## src/rtl/cnn_frame_sequencer_if.sv

```systemverilog
// Frame-sequencer bus: serial pixel input, framed pixel output, classifier result handshake.
// Latency: none, wiring only.
// Backpressure: valid_out/out_ready on the result side; the pixel side has no backpressure.
interface cnn_frame_sequencer_if #(
    parameter int IMG_W = 28,
    parameter int IMG_H = 28
);
    localparam int RW = $clog2(IMG_H);
    localparam int CW = $clog2(IMG_W);

    logic          start;
    logic          data_in;
    logic          data_in_valid;
    logic          ready;
    logic          pixel_out;
    logic          pixel_valid;
    logic [RW-1:0] row;
    logic [CW-1:0] col;
    logic          sof;
    logic          eof;
    logic          pipe_clear;
    logic          pipe_flush;
    logic          fc_valid_in;
    logic [3:0]    fc_class_in;
    logic [3:0]    prediction;
    logic          valid_out;
    logic          out_ready;
    logic          timeout_err;

    // Sequencer side
    modport master (
        input  start, data_in, data_in_valid, fc_valid_in, fc_class_in, out_ready,
        output ready, pixel_out, pixel_valid, row, col, sof, eof,
               pipe_clear, pipe_flush, prediction, valid_out, timeout_err
    );

    // Environment side (image source, CNN pipeline, result consumer)
    modport slave (
        output start, data_in, data_in_valid, fc_valid_in, fc_class_in, out_ready,
        input  ready, pixel_out, pixel_valid, row, col, sof, eof,
               pipe_clear, pipe_flush, prediction, valid_out, timeout_err
    );
endinterface

```

## src/rtl/cnn_frame_sequencer.sv

```systemverilog
// Frames a serial binary image into row/col beats, flushes the CNN line buffers, returns the class.
// Latency: 1 cycle data_in -> pixel_out; optional watchdog in WAIT_RESULT via CNN_SEQ_TIMEOUT_EN.
// Backpressure: result held in DONE until out_ready; no new frame accepted until it is consumed.
module cnn_frame_sequencer #(
    parameter int IMG_W          = 28,
    parameter int IMG_H          = 28,
    parameter int FLUSH_CYCLES   = 64,
    parameter int TIMEOUT_CYCLES = 4096
) (
    input  logic                       clk,
    input  logic                       rst,
    cnn_frame_sequencer_if.master      bus
);
    localparam int RW      = $clog2(IMG_H);
    localparam int CW      = $clog2(IMG_W);
    localparam int CNT_MAX = (FLUSH_CYCLES > TIMEOUT_CYCLES) ? FLUSH_CYCLES : TIMEOUT_CYCLES;
    localparam int CNT_W   = $clog2(CNT_MAX);

    typedef enum logic [2:0] {IDLE, LOAD, FLUSH, WAIT_RESULT, DONE} state_t;

    state_t           state_q, state_d;
    logic [RW-1:0]    row_cnt_q, row_cnt_d;   // position of the next pixel to accept
    logic [CW-1:0]    col_cnt_q, col_cnt_d;
    logic [RW-1:0]    row_q, row_d;           // position of the beat currently presented
    logic [CW-1:0]    col_q, col_d;
    logic [CNT_W-1:0] cnt_q, cnt_d;           // flush beats, then wait cycles
    logic             pixel_q, pixel_d;
    logic             pix_vld_q, pix_vld_d;
    logic             sof_q, sof_d;
    logic             eof_q, eof_d;
    logic             clear_q, clear_d;
    logic             flush_q, flush_d;
    logic [3:0]       pred_q, pred_d;
    logic             vout_q, vout_d;
`ifdef CNN_SEQ_TIMEOUT_EN
    logic             tmo_q, tmo_d;
`endif

    logic last_pix;
    assign last_pix = (row_cnt_q == RW'(IMG_H - 1)) && (col_cnt_q == CW'(IMG_W - 1));

    // Next-state, counter and registered-output computation
    always_comb begin
        state_d   = state_q;
        row_cnt_d = row_cnt_q;
        col_cnt_d = col_cnt_q;
        row_d     = row_q;
        col_d     = col_q;
        cnt_d     = cnt_q;
        pixel_d   = 1'b0;
        pix_vld_d = 1'b0;
        sof_d     = 1'b0;
        eof_d     = 1'b0;
        clear_d   = 1'b0;
        flush_d   = 1'b0;
        pred_d    = pred_q;
        vout_d    = vout_q;
`ifdef CNN_SEQ_TIMEOUT_EN
        tmo_d     = tmo_q;
`endif
        case (state_q)
            IDLE: begin
                row_cnt_d = '0;
                col_cnt_d = '0;
                if (bus.start) begin
                    state_d = LOAD;
                    clear_d = 1'b1;
                    row_d   = '0;
                    col_d   = '0;
                end
            end
            LOAD: begin
                if (bus.data_in_valid) begin
                    pixel_d   = bus.data_in;
                    pix_vld_d = 1'b1;
                    row_d     = row_cnt_q;
                    col_d     = col_cnt_q;
                    sof_d     = (row_cnt_q == '0) && (col_cnt_q == '0);
                    eof_d     = last_pix;
                    if (last_pix) begin
                        // Counters stay parked on the final pixel rather than wrapping.
                        state_d = FLUSH;
                        cnt_d   = '0;
                    end else if (col_cnt_q == CW'(IMG_W - 1)) begin
                        col_cnt_d = '0;
                        row_cnt_d = row_cnt_q + 1'b1;
                    end else begin
                        col_cnt_d = col_cnt_q + 1'b1;
                    end
                end
            end
            FLUSH: begin
                // Zero beats at the last coordinate push the tail of the image through the line buffers.
                pix_vld_d = 1'b1;
                flush_d   = 1'b1;
                if (cnt_q == CNT_W'(FLUSH_CYCLES - 1)) begin
                    state_d = WAIT_RESULT;
                    cnt_d   = '0;
                end else begin
                    cnt_d = cnt_q + 1'b1;
                end
            end
            WAIT_RESULT: begin
                if (bus.fc_valid_in) begin
                    pred_d  = (bus.fc_class_in > 4'd9) ? 4'd9 : bus.fc_class_in;
                    vout_d  = 1'b1;
                    state_d = DONE;
                end
`ifdef CNN_SEQ_TIMEOUT_EN
                else if (cnt_q == CNT_W'(TIMEOUT_CYCLES - 1)) begin
                    pred_d  = 4'hF;
                    vout_d  = 1'b1;
                    tmo_d   = 1'b1;
                    state_d = DONE;
                end else begin
                    cnt_d = cnt_q + 1'b1;
                end
`endif
            end
            DONE: begin
                if (vout_q && bus.out_ready) begin
                    vout_d  = 1'b0;
                    state_d = IDLE;
`ifdef CNN_SEQ_TIMEOUT_EN
                    tmo_d   = 1'b0;
`endif
                end
            end
            default: state_d = IDLE;
        endcase
    end

    // State and output registers; reset aborts any frame in progress
    always_ff @(posedge clk or posedge rst) begin
        if (rst) begin
            state_q   <= IDLE;
            row_cnt_q <= '0;
            col_cnt_q <= '0;
            row_q     <= '0;
            col_q     <= '0;
            cnt_q     <= '0;
            pixel_q   <= 1'b0;
            pix_vld_q <= 1'b0;
            sof_q     <= 1'b0;
            eof_q     <= 1'b0;
            clear_q   <= 1'b0;
            flush_q   <= 1'b0;
            pred_q    <= 4'h0;
            vout_q    <= 1'b0;
`ifdef CNN_SEQ_TIMEOUT_EN
            tmo_q     <= 1'b0;
`endif
        end else begin
            state_q   <= state_d;
            row_cnt_q <= row_cnt_d;
            col_cnt_q <= col_cnt_d;
            row_q     <= row_d;
            col_q     <= col_d;
            cnt_q     <= cnt_d;
            pixel_q   <= pixel_d;
            pix_vld_q <= pix_vld_d;
            sof_q     <= sof_d;
            eof_q     <= eof_d;
            clear_q   <= clear_d;
            flush_q   <= flush_d;
            pred_q    <= pred_d;
            vout_q    <= vout_d;
`ifdef CNN_SEQ_TIMEOUT_EN
            tmo_q     <= tmo_d;
`endif
        end
    end

    assign bus.ready       = (state_q == IDLE);
    assign bus.pixel_out   = pixel_q;
    assign bus.pixel_valid = pix_vld_q;
    assign bus.row         = row_q;
    assign bus.col         = col_q;
    assign bus.sof         = sof_q;
    assign bus.eof         = eof_q;
    assign bus.pipe_clear  = clear_q;
    assign bus.pipe_flush  = flush_q;
    assign bus.prediction  = pred_q;
    assign bus.valid_out   = vout_q;
`ifdef CNN_SEQ_TIMEOUT_EN
    assign bus.timeout_err = tmo_q;
`else
    assign bus.timeout_err = 1'b0;
`endif
endmodule

```

## src/flat_wrapper.sv

```systemverilog
// flat-port wrapper written by rule: the top's interface ports become plain ports
module cnn_frame_sequencer_flat 
#(
    parameter int IMG_W          = 28,
    parameter int IMG_H          = 28,
    parameter int FLUSH_CYCLES   = 64,
    parameter int TIMEOUT_CYCLES = 4096
)
  (clk, rst, bus_start, bus_data_in, bus_data_in_valid, bus_fc_valid_in, bus_fc_class_in, bus_out_ready, bus_ready, bus_pixel_out, bus_pixel_valid, bus_row, bus_col, bus_sof, bus_eof, bus_pipe_clear, bus_pipe_flush, bus_prediction, bus_valid_out, bus_timeout_err);
  cnn_frame_sequencer_if #(.IMG_W(IMG_W), .IMG_H(IMG_H)) bus_i ();
  input  logic clk;
  input  logic rst;
  input wire logic [$bits(bus_i.start)-1:0] bus_start;
  input wire logic [$bits(bus_i.data_in)-1:0] bus_data_in;
  input wire logic [$bits(bus_i.data_in_valid)-1:0] bus_data_in_valid;
  input wire logic [$bits(bus_i.fc_valid_in)-1:0] bus_fc_valid_in;
  input wire logic [$bits(bus_i.fc_class_in)-1:0] bus_fc_class_in;
  input wire logic [$bits(bus_i.out_ready)-1:0] bus_out_ready;
  output wire logic [$bits(bus_i.ready)-1:0] bus_ready;
  output wire logic [$bits(bus_i.pixel_out)-1:0] bus_pixel_out;
  output wire logic [$bits(bus_i.pixel_valid)-1:0] bus_pixel_valid;
  output wire logic [$bits(bus_i.row)-1:0] bus_row;
  output wire logic [$bits(bus_i.col)-1:0] bus_col;
  output wire logic [$bits(bus_i.sof)-1:0] bus_sof;
  output wire logic [$bits(bus_i.eof)-1:0] bus_eof;
  output wire logic [$bits(bus_i.pipe_clear)-1:0] bus_pipe_clear;
  output wire logic [$bits(bus_i.pipe_flush)-1:0] bus_pipe_flush;
  output wire logic [$bits(bus_i.prediction)-1:0] bus_prediction;
  output wire logic [$bits(bus_i.valid_out)-1:0] bus_valid_out;
  output wire logic [$bits(bus_i.timeout_err)-1:0] bus_timeout_err;
  assign bus_i.start = bus_start;
  assign bus_i.data_in = bus_data_in;
  assign bus_i.data_in_valid = bus_data_in_valid;
  assign bus_i.fc_valid_in = bus_fc_valid_in;
  assign bus_i.fc_class_in = bus_fc_class_in;
  assign bus_i.out_ready = bus_out_ready;
  assign bus_ready = bus_i.ready;
  assign bus_pixel_out = bus_i.pixel_out;
  assign bus_pixel_valid = bus_i.pixel_valid;
  assign bus_row = bus_i.row;
  assign bus_col = bus_i.col;
  assign bus_sof = bus_i.sof;
  assign bus_eof = bus_i.eof;
  assign bus_pipe_clear = bus_i.pipe_clear;
  assign bus_pipe_flush = bus_i.pipe_flush;
  assign bus_prediction = bus_i.prediction;
  assign bus_valid_out = bus_i.valid_out;
  assign bus_timeout_err = bus_i.timeout_err;
  cnn_frame_sequencer #(.IMG_W(IMG_W), .IMG_H(IMG_H), .FLUSH_CYCLES(FLUSH_CYCLES), .TIMEOUT_CYCLES(TIMEOUT_CYCLES)) u_core (.clk(clk), .rst(rst), .bus(bus_i));
endmodule
```

## config.mk

```make
export PLATFORM = sky130hd
export DESIGN_NAME = cnn_frame_sequencer_flat
export DESIGN_NICKNAME = d
export VERILOG_FILES = /design/src/rtl/cnn_frame_sequencer_if.sv /design/src/rtl/cnn_frame_sequencer.sv /design/src/flat_wrapper.sv
export SDC_FILE = /design/constraint.sdc
export NUM_CORES = 1
export LEC_CHECK = 0
export CAP_MARGIN = 20
export CORE_ASPECT_RATIO = 0.8
export CORE_UTILIZATION = 40
export DETAILED_ROUTE_END_ITERATION = 6
export PLACE_DENSITY = 0.69
export SETUP_SLACK_MARGIN = 0.15
export SYNTH_ARGS = -nofsm -noshare
export SYNTH_HDL_FRONTEND = slang
export SYNTH_SLANG_ARGS = --single-unit
```

## constraint.sdc

```tcl
create_clock -name clk -period 2.9 [get_ports clk]
set_clock_uncertainty 0.05 [all_clocks]
set_input_delay 0.58 -clock clk [delete_from_list [all_inputs] [get_ports clk]]
set_output_delay 0.58 -clock clk [all_outputs]
set_load 0.03 [all_outputs]
```

==> results.ini, run 1 <==
[sta]
setup_viol=0
rsz0062_at_grt=no
timing.setup.tns_ns=0
maxSlewViolCount=0
period_needed_ns=2.513
setup_ws_ns=0.3873
hold_viol=0
finalCritPeriodShare_pct=86.64
holdWs_ns=0.4293
fmax_mhz=398.0

[synth]
netlist_area_um2=2349
syn_inst=252
ys.flop_type=dfrtp_1
ys_async_sr_fraction_pct=100.0
yosysUniqueCellTypes=50
synth.yosys.seq_area_share_pct=49.01
syn_nets=268
avgSynthCellArea_um2=9.319
ys_ff_latch=46
synth_edf_count=0
yosysWarnings=0

[finish]
layout-drive-gt1-share_pct=7.746
final_common_cell=dfrtp_1
regArea_um2=1151
final.fill_count=512
fin_util_pct=50.95
n_antenna_cell=0
multiInputGateArea_um2=1064
final_cell_mix=dfrtp_1, nand2_1, clkdlybuf4s50_1, nand3_1, o21ai_0
syn2layout_area_growth_pct=20.51
final_nets=299

[global_routing]
grt_overflow_total=0
grt_pass1_wl_mm=8.369
grt_pass1_vias=1709
grtUsageMet2_pct=24.22
grt-busiest-layer=met1
gr-usage-met3_pct=3.151
grt_start_max_net_pins=20
track_usage_pct=17.52
met1_usage_pct=27.41
grt_antenna_before_repair=0

[place]
post-place-ws_ns=0.4947
port_buffers=32
hpwl_mm=3.598
gp_congestion=0.8382

[worst_setup_path]
crit_path_end_kind=output port
crit_required_ns=2.27
max_stage_delay_ns=0.73
path_cells=nor3_1 > clkdlybuf4s50_1
reg2reg_depth=5
crit_fanout=13
r2r-start=u_core.row_cnt_q[0]$_DFFE_PP0P_
cp-start-kind=flip-flop
worstSetupPathType=flip-flop to output port
crit_arrival_ns=1.88
slowest_stage=clkdlybuf4s50_1
crit_start=u_core.state_q[0]$_DFFE_PP0P_

[floorplanning]
die_h_um=70.54
core_um2=5555
start_util_pct=42.27
ios=34
dieArea_um2=6184
die_w_um=87.67
rows=24

[power]
power.total_w=0.001546
peakVddDrop_v=0.0002779
p_leak_nw=1.235
cellPowerDensity_nw_per_um2=546.2

[min_path]
hp-class=flip-flop to flip-flop
whs_path_depth=2
worstHoldStart=u_core.bus.prediction[1]$_DFFE_PP0P_

[route]
ant_nets=0
drt_first_pass_iters=4
num_vias=1966
via_per_inst=5.431
drc=0
routedWlPerCell_um=13.85
routed_wirelength_mm=5.013
drt_iter0_markers=124

[clocking]
cts_root_buf=clkbuf_8
cts.sinks=46
hold_buffers=0
ctsResizeCount=0
clock_latency_ns=0.30
clk_path_buf_depth=2
htreeDepth=2
cts_setup_buffers=0
path_clk_slew_ns=0.08
cts_buffers=5
cts_tree=built

[job]
max_cap_viol_count=0

[outcome]
status=complete, no violations

## through the flow
step | instance area, um^2 | instances
after floorplan | 2349 | 252
after global placement | 2720 | 354
after detailed placement | 2720 | 354
after CTS | 2830 | 362
after global routing | 2830 | 362
final | 2830 | 362
## kinds of logic (layout without fill, tap and decap cells)
family                   after synthesis  in the layout  synth area share (%)
AO/OA/AOI/OAI                         55             55                 14.44
XOR/XNOR                               2              2                0.7460
adder cells (fa/ha/maj)                5              5                 2.664
buffers and inverters                 25             57                 5.700
flip-flops                            46             46                 49.01
multiplexers                           1              1                0.4795
other                                  1              1                0.1597
AND/OR/NAND/NOR                      117            117                 26.80
## layout make-up
cell class              instances  share of cell area, %
multi-input cells             181                  37.58
flip-flops and latches         46                  40.67
well taps                      78                  3.448
clock buffers                   8                  3.890
repair buffers                 38                  12.91
inverters                      11                  1.503
## final timing paths
kind                                                   endpoint  slack, ns
max                                                   bus_ready       0.39
min in group asynchronous              u_core.bus.eof$_DFF_PP0_       0.46
max reg2reg                     u_core.row_cnt_q[1]$_DFFE_PP0P_       0.96
min                        u_core.bus.prediction[1]$_DFFE_PP0P_       0.43
min reg2reg                u_core.bus.prediction[1]$_DFFE_PP0P_       0.43
max in group asynchronous  u_core.bus.prediction[1]$_DFFE_PP0P_       1.82
## flip-flops by register name, summed over array words and instances, names as in the netlist
signal,flops
u_core.cnt_q,12
u_core.bus.col,5
u_core.bus.row,5
u_core.col_cnt_q,5
u_core.row_cnt_q,5
u_core.bus.prediction,4
u_core.state_q,3
u_core.bus.eof,1
u_core.bus.pipe_clear,1
u_core.bus.pipe_flush,1
u_core.bus.pixel_out,1
u_core.bus.pixel_valid,1
u_core.bus.sof,1
u_core.bus.valid_out,1
## critical path: cells and delay by family, from the launching register on
kind | cells | cell delay, ns
buffers and inverters | 1 | 0.73
and+or+nand+nor | 1 | 0.35
DFF | 1 | 0.50
## synth_stat cells (5+ instances only)
library cell  count  area (um^2)
or3_1             5        31.28
ha_1              5        62.56
nand4_1           6        37.54
o21ai_0          24        120.1
a21oi_1          10        50.05
nor3_1            6        30.03
dfrtp_1          46         1151
buf_2             7        35.03
nand3_1          25        125.1
nor2_1            9        33.78
nand2_1          38        142.6
inv_1            10        37.54
## per-layer routing
metal | wire length (um) | vias to the layer above | share of wire (%)
li1 | - | 962 | -
met1 | 2543 | 940 | 51
met2 | 2178 | 59 | 43
met3 | 227 | 5 | 4.5
met4 | 64 | 0 | 1.3
met5 | 0 | - | 0
## power breakdown
group / leakage, nW / switching (W) / internal, W
Combinational: 0.627 / 0.000177 / 0.000135
Clock: 0.0575 / 0.000212 / 0.000241
Sequential: 0.551 / 0.0000764 / 0.000705
(Power assumes the default switching activity.)
==> inputs of run 2 (changes only) <==
--- a/config.mk
+++ b/config.mk
@@ -9,6 +9,7 @@
 export CORE_ASPECT_RATIO = 0.8
 export CORE_UTILIZATION = 40
 export DETAILED_ROUTE_END_ITERATION = 6
+export GPL_TIMING_DRIVEN = 0
 export PLACE_DENSITY = 0.69
 export SETUP_SLACK_MARGIN = 0.15
 export SYNTH_ARGS = -nofsm -noshare
==> run 2 against run 1 <==
Compared with the run above: wire length is 0.94% higher; global-route usage up 0.36 points; non-clock buffer count up 9; worst hold slack improved by 0.0017 ns; critical path type unchanged; die area is the same; register-to-register slack lost 0.09 ns; total power shrank 3.3%; sequential cell count stayed put; sequential share of layout area decreased by 0.71 points; cell count is 2.5% higher; sequential power decreased by 2%; first-iteration DRC count fell by 4.8%.
==> results.ini, run 2 (synthesis results as in run 1) <==
[outcome]
status=complete, no violations

[worst_setup_path]
worstSetupPathType=flip-flop to output port
crit_required_ns=2.27  ; about the same
crit_fanout=10  ; -3
crit_path_end_kind=output port
r2r-start=u_core.row_cnt_q[0]$_DFFE_PP0P_
r2r-end=u_core.col_cnt_q[3]$_DFFE_PP0P_
reg2reg_slack_ns=0.87  ; -0.09 ns
crit_end=bus_ready
crit_start=u_core.state_q[0]$_DFFE_PP0P_
crit_arrival_ns=1.68  ; -0.20 ns
cp-start-kind=flip-flop
reg2reg_depth=5  ; unchanged

[sta]
hold_viol=0  ; unchanged
slew_headroom_pct=65.56
setup_viol=0  ; unchanged
holdWs_ns=0.4310  ; +0.001744 ns
rsz0062_at_grt=no
tightest_slew_ns=0.5155
maxSlewViolCount=0  ; unchanged
period_needed_ns=2.313  ; -0.2002 ns
finalCritPeriodShare_pct=79.74  ; -6.9 points
timing.setup.tns_ns=0  ; unchanged
fmax_mhz=432.4  ; +8.7%

[finish]
regArea_um2=1151  ; unchanged
final_common_cell=dfrtp_1
n_antenna_cell=0  ; unchanged
final.fill_count=534  ; +4.3%
top_register=u_core.cnt_q
multiInputGateArea_um2=1064  ; unchanged
final_nets=308  ; +3.0%
final_cell_mix=dfrtp_1, nand2_1, clkdlybuf4s50_1, nand3_1, o21ai_0
fin_util_pct=51.85  ; +0.90 points
largest_reg_flops=12  ; unchanged
layout-drive-gt1-share_pct=9.556  ; +1.8 points
syn2layout_area_growth_pct=22.64

[clocking]
cts_buffers=5  ; unchanged
clk_path_buf_depth=2  ; unchanged
clock_latency_ns=0.30  ; about the same
path_clk_slew_ns=0.08  ; about the same
cts_root_buf=clkbuf_8
ctsResizeCount=0  ; unchanged
cts_tree=built
hold_buffers=0  ; unchanged
htreeDepth=2  ; unchanged
cts.sinks=46  ; unchanged
cts_setup_buffers=0  ; unchanged

[route]
routed_wirelength_mm=5.060  ; +0.94%
ant_nets=0  ; unchanged
num_vias=1979  ; +0.66%
drt_first_pass_iters=4  ; unchanged
routedWlPerCell_um=13.64  ; -1.5%
drc=0  ; unchanged
drt_iter0_markers=118  ; -4.8%
via_per_inst=5.334  ; -1.8%

[global_routing]
grt_antenna_before_repair=0  ; unchanged
grt_overflow_total=0  ; unchanged
grt_start_max_net_pins=43  ; +110%
track_usage_pct=17.88  ; +0.36 points
grt_pass1_wl_mm=8.535  ; +2.0%
grt_pass1_vias=1778  ; +4.0%

[job]
max_cap_viol_count=0  ; unchanged

[power]
p_leak_nw=1.284  ; +4.0%
cellPowerDensity_nw_per_um2=519.2  ; -4.9%
peakVddDrop_v=0.0002204  ; -21%

[floorplanning]
die_h_um=70.54  ; unchanged
core_um2=5555  ; unchanged
dieArea_um2=6184  ; unchanged
die_w_um=87.67  ; unchanged
rows=24  ; unchanged
start_util_pct=42.27  ; unchanged
ios=34  ; unchanged

[min_path]
hp-class=primary input to asynchronous set/reset pin

[place]
hpwl_mm=3.562  ; -1.0%
port_buffers=32  ; unchanged
gp_congestion=0.8380  ; about the same

[run 2: cell types whose count changed in the layout (fill, tap and decap cells not counted), sizes merged]
cell | before | now
buf | 6 | 13
dlymetal6s2s | 0 | 1
clkdlybuf4s50 | 32 | 31
clkbuf | 8 | 9
clkinv | 1 | 2
[run 2: metrics by stage]
step	cell area, um^2	cells	worst slack (ns)	power [W]
5_1_grt	2880	371	0.4646	0.001575
3_3_place_gp	2766	362	0.2208	0.001096
3_5_place_dp	2786	363	0.5343	0.001109
4_1_cts	2878	371	0.1999	0.001507
6_report	2880	371	0.5875	0.001495
2_1_floorplan	2349	252	1.182	0.0009717
[run 2: how the worst min path moves through the flow]
stage / startpoint / to / slack [ns] / cells after the start
floorplan: u_core.cnt_q[4]$_DFFE_PP0P_ / u_core.cnt_q[4]$_DFFE_PP0P_ / 0.43 / 2
global placement: u_core.bus.prediction[2]$_DFFE_PP0P_ / u_core.bus.prediction[2]$_DFFE_PP0P_ / 0.42 / 2
detailed placement: u_core.bus.prediction[1]$_DFFE_PP0P_ / u_core.bus.prediction[1]$_DFFE_PP0P_ / 0.43 / 2
CTS: rst / u_core.bus.row[2]$_DFFE_PP0P_ / 0.43 / 2
global route: rst / u_core.bus.row[2]$_DFFE_PP0P_ / 0.43 / 2
finish: rst / u_core.bus.row[2]$_DFFE_PP0P_ / 0.43 / 2
[run 2: cell type report]
type                    instances  share of cell area [%]
flip-flops and latches         46                   39.97
repair buffers                 33                   11.90
clock buffers                   7                   2.997
well taps                      78                   3.388
multi-input cells             181                   36.92
plain buffers                  14                   3.171
inverters                      11                   1.477
clock inverters                 1                  0.1738
[run 2: critical path, stage by stage (launching register included)]
cell and delay [ns]:
dfrtp_1 0.41, buf_4 0.18, nor3_1 0.23, buf_2 0.25
dlymetal6s2s_1 0.32
[run 2: report_power, final]
| part | internal [W] | switching (W) |
|---|---|---|
| Combinational | 0.000138 | 0.000194 |
| Sequential | 0.000705 | 0.0000585 |
| Clock | 0.000192 | 0.000207 |
[run 2: per-layer routing]
metal	global-route usage (%)	up-vias	share of wire, %
met1	28.30	938	54
met3	4.201	2	4.3
met4	4.918	0	0.79
met2	24.13	48	41
li1	-	991	-
met5	0	-	0
==> inputs of run 3 (changes only) <==
==> constraint.sdc (replaced) <==
create_clock -name clk -period 2.4 [get_ports clk]
set_clock_uncertainty 0.05 [all_clocks]
set_input_delay 0.48 -clock clk [delete_from_list [all_inputs] [get_ports clk]]
set_output_delay 0.48 -clock clk [all_outputs]
set_load 0.03 [all_outputs]
==> run 3 against run 2 <==
Compared with the run above: combinational power grew 20%; critical path depth is the same; worst setup slack lost 0.34 ns; clock power grew 21%; highest routed layer unchanged.
==> results.ini, run 3 (synthesis results as in run 1) <==
[worst_setup_path]
crit_fanout=10  ; unchanged
cp-start-kind=flip-flop
worstSetupPathType=flip-flop to output port
crit_required_ns=1.87  ; -0.40 ns
crit_path_end_kind=output port
reg2reg_depth=5  ; unchanged
crit_arrival_ns=1.63  ; -0.05 ns
reg2reg_slack_ns=0.36  ; -0.51 ns
r2r-end=u_core.col_cnt_q[3]$_DFFE_PP0P_
r2r-start=u_core.row_cnt_q[0]$_DFFE_PP0P_
crit_start=u_core.state_q[0]$_DFFE_PP0P_

[sta]
setup_viol=0  ; unchanged
tightest_slew_ns=0.5156  ; +0.00009924 ns
timing.setup.tns_ns=0  ; unchanged
maxSlewViolCount=0  ; unchanged
hold_viol=0  ; unchanged
rsz0062_at_grt=no
slew_headroom_pct=65.55  ; about the same
period_needed_ns=2.156
fmax_mhz=463.8
holdWs_ns=0.3285  ; -0.1025 ns
finalCritPeriodShare_pct=89.83

[power]
pwr-share-clk_pct=26.8  ; about the same
p_seq_share_pct=51.1  ; about the same
peakVddDrop_v=0.0002637  ; +20%
p_leak_nw=1.266  ; -1.4%
power.internal_w=0.001252  ; +21%
cellPowerDensity_nw_per_um2=626.9  ; +21%
p_sw_share_pct=30.83  ; +0.11 points
pwr-share-comb_pct=22.1  ; about the same
p_sw_w=0.0005579  ; +21%

[global_routing]
grt_start_max_net_pins=43  ; unchanged
grt_antenna_before_repair=0  ; unchanged
track_usage_pct=17.91  ; +0.025 points
grt_pass1_wl_mm=8.549  ; +0.16%
grt_overflow_total=0  ; unchanged
grt_pass1_vias=1783  ; +0.28%

[finish]
top_register=u_core.cnt_q
final_common_cell=dfrtp_1
final_nets=308  ; unchanged
largest_reg_flops=12  ; unchanged
n_antenna_cell=0  ; unchanged
syn2layout_area_growth_pct=22.91
fin_cells=371  ; unchanged
multiInputGateArea_um2=1069  ; +0.47%
final.fill_count=534  ; unchanged
layout-drive-gt1-share_pct=10.24  ; +0.68 points
regArea_um2=1151  ; unchanged
final_cell_mix=dfrtp_1, nand2_1, clkdlybuf4s50_1, nand3_1, o21ai_0

[route]
drt_iter0_markers=114  ; -3.4%
drt_first_pass_iters=4  ; unchanged
routedWlPerCell_um=13.66  ; +0.14%
drc=0  ; unchanged
routed_wirelength_mm=5.067  ; +0.14%
via_per_inst=5.337  ; about the same
ant_nets=0  ; unchanged
num_vias=1980  ; +0.051%

[place]
hpwl_mm=3.562  ; unchanged
dp.cells=363  ; unchanged
gp_congestion=0.8380  ; unchanged
port_buffers=32  ; unchanged

[clocking]
clock_latency_ns=0.30  ; about the same
hold_buffers=0  ; unchanged
clk_path_buf_depth=2  ; unchanged
cts_tree=built
cts.sinks=46  ; unchanged
htreeDepth=2  ; unchanged
path_clk_slew_ns=0.08  ; about the same
cts_buffers=5  ; unchanged
cts_root_buf=clkbuf_8

[min_path]
hp-class=primary input to asynchronous set/reset pin

[job]
max_cap_viol_count=0  ; unchanged

[floorplanning]
die_h_um=70.54  ; unchanged
rows=24  ; unchanged
ios=34  ; unchanged
start_util_pct=42.27  ; unchanged
core_um2=5555  ; unchanged
dieArea_um2=6184  ; unchanged
die_w_um=87.67  ; unchanged

[outcome]
status=complete, no violations

-- run 3: cell count changes in the layout (fill, tap and decap cells not counted), sizes merged --
cell	before	now
dlymetal6s2s	1	0
clkdlybuf4s15	0	1
-- run 3: area by class of cell --
cell class	count	share of cell area, %
flip-flops and latches	46	39.88
multi-input cells	181	37.02
repair buffers	33	11.83
well taps	78	3.381
plain buffers	14	3.251
clock buffers	7	2.991
inverters	11	1.474
clock inverters	1	0.1734
-- run 3: worst max path at each step --
| stage | end | cells after the start | slack, ns |
|---|---|---|---|
| 2_1_floorplan | u_core.bus.col[0]$_DFFE_PP0P_ | 7 | 0.77 |
| 3_3_place_gp | u_core.bus.prediction[3]$_DFFE_PP0P_ | 2 | -0.18 |
| 3_5_place_dp | bus_ready | 4 | 0.13 |
| 4_1_cts | bus_ready | 4 | 0.18 |
| 5_1_grt | bus_ready | 4 | 0.15 |
| 6_report | bus_ready | 4 | 0.24 |
-- run 3: metrics by stage --
step	total power, W	area, um^2	worst slack [ns]	util [%]
2_1_floorplan	0.001174	2349	0.7708	-
3_3_place_gp	0.001324	2766	-0.1792	49.80
3_5_place_dp	0.001340	2786	0.1343	50.16
6_report	0.001810	2887	0.2440	51.96
4_1_cts	0.001821	2879	0.1761	51.82
5_1_grt	0.001903	2887	0.1520	51.96
-- run 3: power groups by stage --
stage | logic (W) | clock network, W | registers, W
detailed placement | 0.000402 | 0 | 0.000938
finish | 0.000400 | 0.000485 | 0.000924
global placement | 0.000390 | 0 | 0.000934
CTS | 0.000403 | 0.000496 | 0.000923
global route | 0.000435 | 0.000533 | 0.000935
floorplan | 0.000175 | 0 | 0.000999
-- run 3: routing by layer --
layer  track usage, %  share of wire [%]  wire [um]  vias to the layer above
met3            4.201                4.2        215                        5
met1            28.30                 54       2719                      946
met5                0                  0          0                        -
li1                 -                  -          -                      986
met4            4.918                1.1         58                        0
met2            24.22                 41       2074                       43
-- run 3: timing repair --
action	4_1_cts	5_1_grt
gates resized for setup	3	3
buffers inserted	0	0
endpoints found under the setup margin	1	1
-- run 3: worst max-delay path, stage by stage (launching register included) --
cell and delay [ns]:
dfrtp_1 0.41, buf_4 0.18, nor3_2 0.23, buf_4 0.21, clkdlybuf4s15_2 0.31
